--- src/rtl/uart_pkg.sv ---
// Shared UART definitions: default data width and the transmit-queue FSM encoding.
package uart_pkg;

    localparam int UART_D_BITS = 8;

    typedef enum logic [1:0] {
        TXQ_IDLE  = 2'd0,
        TXQ_START = 2'd1,
        TXQ_WAIT  = 2'd2
    } txq_state_t;

endpackage

--- src/rtl/uart_sync_fifo.sv ---
// Single-clock circular FIFO with occupancy counter; rd_data shows the head word combinationally.
module uart_sync_fifo
    import uart_pkg::*;
#(
    parameter int D_BITS    = UART_D_BITS,
    parameter int ADDR_BITS = 4
) (
    input  logic                 clk,
    input  logic                 reset,
    input  logic                 wr_en,
    input  logic [D_BITS-1:0]    wr_data,
    input  logic                 rd_en,
    output logic [D_BITS-1:0]    rd_data,
    output logic                 full,
    output logic                 empty,
    output logic [ADDR_BITS:0]   count
);

    localparam int DEPTH = 2 ** ADDR_BITS;
    localparam logic [ADDR_BITS:0] DEPTH_CNT = (ADDR_BITS + 1)'(DEPTH);

    logic [D_BITS-1:0]    ram [DEPTH];
    logic [ADDR_BITS-1:0] wr_ptr;
    logic [ADDR_BITS-1:0] rd_ptr;
    logic                 wr_ok;
    logic                 rd_ok;

    // A write against a full FIFO is refused even if a pop frees a slot this cycle.
    assign wr_ok   = wr_en && !full;
    assign rd_ok   = rd_en && !empty;
    assign full    = (count == DEPTH_CNT);
    assign empty   = (count == '0);
    assign rd_data = ram[rd_ptr];

    always_ff @(posedge clk) begin
        if (wr_ok) begin
            ram[wr_ptr] <= wr_data;
        end
    end

    always_ff @(posedge clk) begin
        if (reset) begin
            wr_ptr <= '0;
            rd_ptr <= '0;
            count  <= '0;
        end else begin
            if (wr_ok) begin
                wr_ptr <= wr_ptr + ADDR_BITS'(1);
            end
            if (rd_ok) begin
                rd_ptr <= rd_ptr + ADDR_BITS'(1);
            end
            case ({wr_ok, rd_ok})
                2'b10:   count <= count + (ADDR_BITS + 1)'(1);
                2'b01:   count <= count - (ADDR_BITS + 1)'(1);
                default: count <= count;
            endcase
        end
    end

endmodule

--- src/rtl/uart_tx_queue.sv ---
// Buffered UART transmit front-end: FIFO plus a hand-off FSM driving tx_din/tx_start.
// Optional sticky overflow flag with clear input when UART_TXQ_OVERFLOW_EN is defined.
module uart_tx_queue
    import uart_pkg::*;
#(
    parameter int D_BITS    = UART_D_BITS,
    parameter int ADDR_BITS = 4
) (
    input  logic                 clk,
    input  logic                 reset,
    input  logic [D_BITS-1:0]    wr_data,
    input  logic                 wr_en,
    output logic                 full,
    output logic                 empty,
    output logic [ADDR_BITS:0]   count,
    output logic                 busy,
    output logic [D_BITS-1:0]    tx_din,
    output logic                 tx_start,
    input  logic                 tx_done_tick
`ifdef UART_TXQ_OVERFLOW_EN
    ,
    input  logic                 ovf_clr,
    output logic                 overflow
`endif
);

    txq_state_t        state;
    logic              pop;
    logic [D_BITS-1:0] head_data;

    assign pop = (state == TXQ_IDLE) && !empty;

    uart_sync_fifo #(
        .D_BITS    (D_BITS),
        .ADDR_BITS (ADDR_BITS)
    ) u_fifo (
        .clk     (clk),
        .reset   (reset),
        .wr_en   (wr_en),
        .wr_data (wr_data),
        .rd_en   (pop),
        .rd_data (head_data),
        .full    (full),
        .empty   (empty),
        .count   (count)
    );

    always_ff @(posedge clk) begin
        if (reset) begin
            state    <= TXQ_IDLE;
            tx_din   <= '0;
            tx_start <= 1'b0;
            busy     <= 1'b0;
        end else begin
            case (state)
                TXQ_IDLE: begin
                    tx_start <= 1'b0;
                    if (!empty) begin
                        tx_din   <= head_data;
                        tx_start <= 1'b1;
                        busy     <= 1'b1;
                        state    <= TXQ_START;
                    end
                end
                TXQ_START: begin
                    tx_start <= 1'b0;
                    state    <= TXQ_WAIT;
                end
                TXQ_WAIT: begin
                    if (tx_done_tick) begin
                        busy  <= 1'b0;
                        state <= TXQ_IDLE;
                    end
                end
                default: begin
                    tx_start <= 1'b0;
                    busy     <= 1'b0;
                    state    <= TXQ_IDLE;
                end
            endcase
        end
    end

`ifdef UART_TXQ_OVERFLOW_EN
    // Set has priority over clear so a same-cycle drop is never lost.
    always_ff @(posedge clk) begin
        if (reset) begin
            overflow <= 1'b0;
        end else if (wr_en && full) begin
            overflow <= 1'b1;
        end else if (ovf_clr) begin
            overflow <= 1'b0;
        end
    end
`endif

endmodule

--- config.mk ---
export PLATFORM = sky130hd
export DESIGN_NAME = uart_tx_queue
export DESIGN_NICKNAME = d
export VERILOG_FILES = /design/src/rtl/uart_pkg.sv /design/src/rtl/uart_sync_fifo.sv /design/src/rtl/uart_tx_queue.sv
export SDC_FILE = /design/constraint.sdc
export NUM_CORES = 1
export LEC_CHECK = 0
export ABC_AREA = 1
export CAP_MARGIN = 0
export CORE_UTILIZATION = 55
export DETAILED_ROUTE_END_ITERATION = 16
export PLACE_DENSITY = 0.79
export SETUP_SLACK_MARGIN = 0.4
export SYNTH_ARGS = -nofsm -noshare
export SYNTH_HDL_FRONTEND = slang
export SYNTH_HIERARCHICAL = 1
export SYNTH_SLANG_ARGS = --single-unit
export TNS_END_PERCENT = 10
--- constraint.sdc ---
create_clock -name clk -period 3.6 [get_ports clk]
set_input_delay 0.9 -clock clk [delete_from_list [all_inputs] [get_ports clk]]
set_output_delay 0.9 -clock clk [all_outputs]
set_load 0.005 [all_outputs]
== Yosys cells after proc, flatten, opt, wreduce, memory -nomap -nowiden ==
Memories as Yosys holds them, arrays and structs flattened. A register that Yosys moved wholly into a read port is not among the register bits.
Index checks and enable logic that the tools add are counted.

* Flip-flop bits (word level): 17
* Bits in latches: 0
* RAM bits: 128
* Bits in read-only memories: 0
* Word-level logic and storage cells: 42
* Memories kept: 1

{| class="wikitable"
|+ Memories
! name !! depth !! width !! read ports !! clocked after memory_dff !! write ports !! RTL line !! text
|-
| u_fifo.ram || 16 || 8 || 1 || 1 || 1 || uart_sync_fifo.sv:22 || <nowiki>logic [D_BITS-1:0] ram [DEPTH];</nowiki>
|}

* $add $sub $neg: 4
* Multiply operators: 0
* Divide/modulo/power cells: 0
* Magnitude comparators: 0
* Eq/ne operators: 7
* Shift operators: 0
* Mux-type cells: 11
* Bitwise operators: 2
* Reductions and logical operators: 11

{| class="wikitable"
|+ Operators by type and width
! cell !! count
|-
| $pmux 5 s2 || 1
|-
| $add 4x1->4 const B || 2
|-
| $pmux 2 s3 || 1
|-
| $add 5x1->5 const B || 1
|-
| $eq 5x5->1 const B || 1
|-
| $logic_not 5->1 || 1
|-
| $mux 1 || 5
|-
| $sub 5x1->5 const B || 1
|-
| $eq 2x1->1 const B || 2
|-
| $eq 2x2->1 const B || 2
|-
| $mux 2 || 2
|-
| $ne 2x2->1 const B || 2
|-
| $reduce_and 2->1 || 2
|-
| $logic_and 1x1->1 || 3
|-
| $pmux 1 s3 || 1
|-
| $reduce_and 3->1 || 1
|-
| $logic_not 1->1 || 2
|-
| $logic_not 2->1 || 1
|-
| $not 1->1 || 2
|-
| $pmux 1 s2 || 1
|-
| $reduce_bool 2->1 || 1
|}

== Longest topological paths before layout ==
* Depth in word-level cells: 6
* Mapped depth: 18
* Depth with buffers taken out: 18

== Cells and area by module ==
Netlist, hierarchy kept.

{| class="wikitable"
|+ Modules (own cells, without submodules)
! module !! instances !! cells each !! area each (um^2) !! sequential area each (um^2)
|-
| uart_sync_fifo || 1 || 478 || 6098.3 || 4184.0
|-
| uart_tx_queue || 1 || 69 || 505.5 || 240.2
|}

== Worst setup path before layout ==
Ideal clock, no wire load.

* Path type: flip-flop to flip-flop
* Start: reg u_fifo.count[1]
* End: reg u_fifo.count[4]
* Setup time: 117 ps
* Arrival: 2146 ps
* Data required time: 3483 ps
* Setup slack: 1337 ps
* Stages on the path, launching flop included: 19
* Path through: dfxtp_1 nor2_2 nand3_2 inv_1 inv_2 nand2_1 inv_1 nand2_4 inv_6 ha_1 xor2_1 ha_1 inv_1 nand2_4 nand2_2 nand3_1 nand2_1 nor2_1 nor2_1

* Longest elaborated chain between the ends: 6

{| class="wikitable"
|+ RTL lines
! item !! RTL line !! text
|-
| from (decl) || uart_sync_fifo.sv:16 || <nowiki>output logic [ADDR_BITS:0] count</nowiki>
|-
| from (signal assigned) || uart_sync_fifo.sv:54 || <nowiki>2'b10: count <= count + (ADDR_BITS + 1)'(1);</nowiki>
|-
| from (signal assigned) || uart_sync_fifo.sv:55 || <nowiki>2'b01: count <= count - (ADDR_BITS + 1)'(1);</nowiki>
|-
| from (signal assigned) || uart_sync_fifo.sv:56 || <nowiki>default: count <= count;</nowiki>
|-
| $logic_not 5->1 (*) || uart_sync_fifo.sv:32 || <nowiki>assign empty = (count == '0);</nowiki>
|-
| net empty || uart_tx_queue.sv:14 || <nowiki>output logic empty,</nowiki>
|-
| $logic_not 1->1 (*) || uart_tx_queue.sv:31 || <nowiki>assign pop = (state == TXQ_IDLE) && !empty;</nowiki>
|-
| $logic_and 1x1->1 (*) || uart_tx_queue.sv:31 ||
|-
| net pop || uart_tx_queue.sv:28 || <nowiki>logic pop;</nowiki>
|-
| $logic_and 1x1->1 (*) || uart_sync_fifo.sv:30 || <nowiki>assign rd_ok = rd_en && !empty;</nowiki>
|-
| net u_fifo.rd_ok || uart_sync_fifo.sv:26 || <nowiki>logic rd_ok;</nowiki>
|-
| $eq 2x1->1 / $eq 2x2->1 (equally long branches) || uart_sync_fifo.sv:53 || <nowiki>case ({wr_ok, rd_ok})</nowiki>
|-
| $pmux 5 s2 / $reduce_bool 2->1 (equally long branches) || -- ||
|}

Mark *: on every way through the listed nets, which the timed path passes. The rest lies on a longest branch.
A chain may end at the register's enable or synchronous reset.

== Worst setup path in the final report ==
* Start: reg u_fifo.count[2]
* End: reg u_fifo.count[4]

* Longest elaborated chain between the ends: 6

{| class="wikitable"
|+ RTL lines
! item !! RTL line
|-
| $logic_not 5->1 (*) || uart_sync_fifo.sv:32
|-
| $logic_not 1->1 (*) || uart_tx_queue.sv:31
|-
| $logic_and 1x1->1 (*) || uart_tx_queue.sv:31
|-
| net pop || uart_tx_queue.sv:28
|-
| $logic_and 1x1->1 (*) || uart_sync_fifo.sv:30
|-
| net u_fifo.rd_ok || uart_sync_fifo.sv:26
|-
| $eq 2x1->1 / $eq 2x2->1 (equally long branches) || uart_sync_fifo.sv:53
|-
| $pmux 5 s2 / $reduce_bool 2->1 (equally long branches) || --
|}

Marks and branches as above.

==> flow_metrics.py <==
metrics = {
    "sta": {
        "finalCritPeriodShare": 0.773,
        "finalSetupTns_ns": 0,
        "period_needed_ns": 2.78,
        "slew_viol_final": 0,
        "relSlewSlack": 0.495,
        "fin_worst_skew_ns": 0.00900,
        "finalSetupViolCount": 0,
        "max_freq_mhz": 359,
        "worstMarginPinSlew_ns": 0.755,
        "rsz0062_at_grt": "false",
        "final_hold_viol_count": 0,
    },
    "worst_setup_path": {
        "cpMostUsedCell": "inv_1",
        "cp.arrival_ns": 3.09,
        "critPathLaunchType": "flip-flop",
        "reg2reg_depth": 18,
        "path_max_fanout": 17,
        "required_ns": 3.91,
        "crit_chain": "nor2_2 > nand3_2 > inv_1 > inv_2 > nand2_1 > inv_1 > nand2_4 > inv_6 > ha_1 > xor2_1 > ha_1 > inv_1 > nand2_4 > nand2_2 > nand3_1 > nand2_1 > nor2_1 > nor2_1",
        "reg2reg_slack_ns": 0.82,
        "r2r-end": "u_fifo/count[4]",
        "cp-end-kind": "flip-flop",
        "critPathSlowestCell": "dfxtp_1",
        "regToRegStartpoint": "u_fifo/count[2]",
        "crit_type": "flip-flop to flip-flop",
        "max_stage_delay_ns": 0.51,
    },
    "floorplan": {
        "ios": 29,
        "chipWidth_microns": 112,
        "die_h_microns": 112,
        "start_util": 0.571,
        "die-area_sq_mm": 0.0124,
        "core_area_sq_mm": 0.0116,
        "rows": 39,
    },
    "grt": {
        "grt_use_met3": 0.0588,
        "top_usage_layer": "met2",
        "globalRoute.totalOverflow": 0,
        "grt_pass1_wl_microns": 22100,
        "grt_max_degree": 58,
        "grt_usage": 0.239,
        "grt_util_met2": 0.383,
        "first_global_vias": 4160,
        "grtUsageMet1": 0.320,
        "grt_antenna_before_repair": 0,
    },
    "clocking": {
        "hold_buffers": 0,
        "clockRootBuffer": "clkbuf_16",
        "cts_buffer_depth": 2,
        "cts_setup_buffers": 0,
        "htree_levels": 4,
        "cts_buffers": 17,
        "cts_tree": "built",
        "cts_resized": 0,
        "clk_latency_ns": 0.42,
        "cts.sinks": 157,
        "clk_pin_slew_ns": 0.06,
    },
    "synth": {
        "seq_area_frac_synth": 0.670,
        "syn_area_sq_mm": 0.00660,
        "synth.distinct_cells": 31,
        "ys_ff_latch": 157,
        "syn_nets": 567,
        "syn_avg_cell_area_sq_um": 12.1,
        "syn_inst": 547,
        "yosys_warnings": 6,
    },
    "cells_and_area": {
        "drive_gt1_frac": 0.0836,
        "nNetsFinal": 593,
        "layout_common_cells": "edfxtp_1 (128), inv_1 (67), a21oi_1 (48), o21ai_0 (47), nor2_1 (41)",
        "area_growth_syn_to_layout_pct": 15.0,
        "antenna_cells": 0,
        "final_common_cell": "edfxtp_1",
        "utilization": 0.656,
        "fillers": 789,
        "final_area_sq_mm": 0.00759,
    },
    "route": {
        "drc": 2,
        "wl_per_cell_microns": 19.3,
        "via_per_inst": 5.89,
        "drt_wl_total_microns": 14000,
        "drtAntennaViolNets": 0,
        "drt_iter0_markers": 443,
        "drt_pass1_iterations": 11,
        "vias": 4292,
    },
    "placed_design": {
        "dp_hpwl_microns": 8850,
        "place_area_sq_mm": 0.00697,
        "io_buffers": 28,
        "gp_congestion": 0.877,
    },
    "min_path": {
        "min_delay_path_depth": 2,
        "min_from": "tx_din[2]",
        "min_path_type": "flip-flop to flip-flop",
        "min_to": "tx_din[2]",
    },
    "flow_run": {
        "cap_violations": 0,
    },
    "power_and_ir_drop": {
        "power-per-cell-area_mw_per_mm2": 740,
        "p_leak_uw": 0.00278,
        "ir_drop_mv": 0.463,
    },
    "outcome": {
        "violations": "design-rule violations",
        "status": "finished, violations left",
    },
}
layer usage:
layer | part of all wire | vias to the layer above | wire length [microns]
met3 | 0.072 | 26 | 1010
met4 | 0.020 | 0 | 286
li1 | - | 1990 | -
met5 | 0 | - | 0
met2 | 0.49 | 211 | 6890
met1 | 0.42 | 2065 | 5860
cell usage after synthesis (all sizes together):
master,number,share of area
nor2,45,0.028
xor2,5,0.0078
o211ai,32,0.036
ha,8,0.015
nand2,42,0.028
nand4,5,0.0047
nand3b,1,0.0011
a31o,1,0.0013
nand3,27,0.024
clkbuf,10,0.0057
buf,15,0.015
mux2i,32,0.049
a21oi,49,0.038
dfxtp,29,0.088
inv,70,0.041
edfxtp,128,0.58
o21ai,48,0.036
per-stage QoR:
step	std cells	total power, uW	worst slack [ns]	hold slack, ns
5_1_grt	729	5880	0.602	0.517
2_1_floorplan	547	3330	1.34	0.460
6_report	729	5620	0.818	0.492
3_5_place_dp	697	3770	0.741	0.470
3_3_place_gp	697	3720	0.819	0.459
4_1_cts	729	5610	0.874	0.490
critical path: cells and delay by family (launching register included):
family                   cells  cell delay (ns)
AND/OR/NAND/NOR             10             0.83
buffers and inverters        5             0.59
flip-flops                   1             0.51
adder cells (fa/ha/maj)      2             0.50
XOR/XNOR                     1             0.22
how the worst max path moves through the flow:
stage,from,to,slack [ns],cells past startpoint
detailed placement,wr_en,u_fifo/count[4],0.74,11
finish,u_fifo/count[2],u_fifo/count[4],0.82,18
global route,u_fifo/count[2],u_fifo/count[4],0.60,18
global placement,wr_en,u_fifo/count[2],0.82,10
CTS,u_fifo/count[2],u_fifo/count[4],0.87,18
floorplan,u_fifo/count[1],u_fifo/count[4],1.34,18
power by group:
group	switching, uW	internal (uW)
Sequential	152	2110
Clock	647	1180
Combinational	942	591
flip-flops by register name, summed over array words and instances (netlist names), named ones only:
register       count
u_fifo/wr_ptr      4
u_fifo/count       5
state              2
u_fifo/ram       128
tx_din             8
u_fifo/rd_ptr      4
tx_start           1
busy               1
cells by family (layout without fill, tap and decap cells):
family,count (synthesis),in the layout,synth area share
AO/OA/AOI/OAI,130,130,0.112
adder cells (fa/ha/maj),8,8,0.0152
multiplexers,32,32,0.0485
AND/OR/NAND/NOR,120,120,0.0853
buffers and inverters,95,134,0.0616
flip-flops,157,157,0.670
XOR/XNOR,5,5,0.00777
layout make-up:
class / count / area (sq um) / area share
clock buffers: 27 / 547 / 0.0720
clock inverters: 5 / 75.1 / 0.00989
inverters: 70 / 268 / 0.0353
multi-input cells: 295 / 1770 / 0.234
flip-flops and latches: 157 / 4430 / 0.583
well taps: 143 / 179 / 0.0236
repair buffers: 32 / 323 / 0.0425
(Power assumes the default switching activity.)
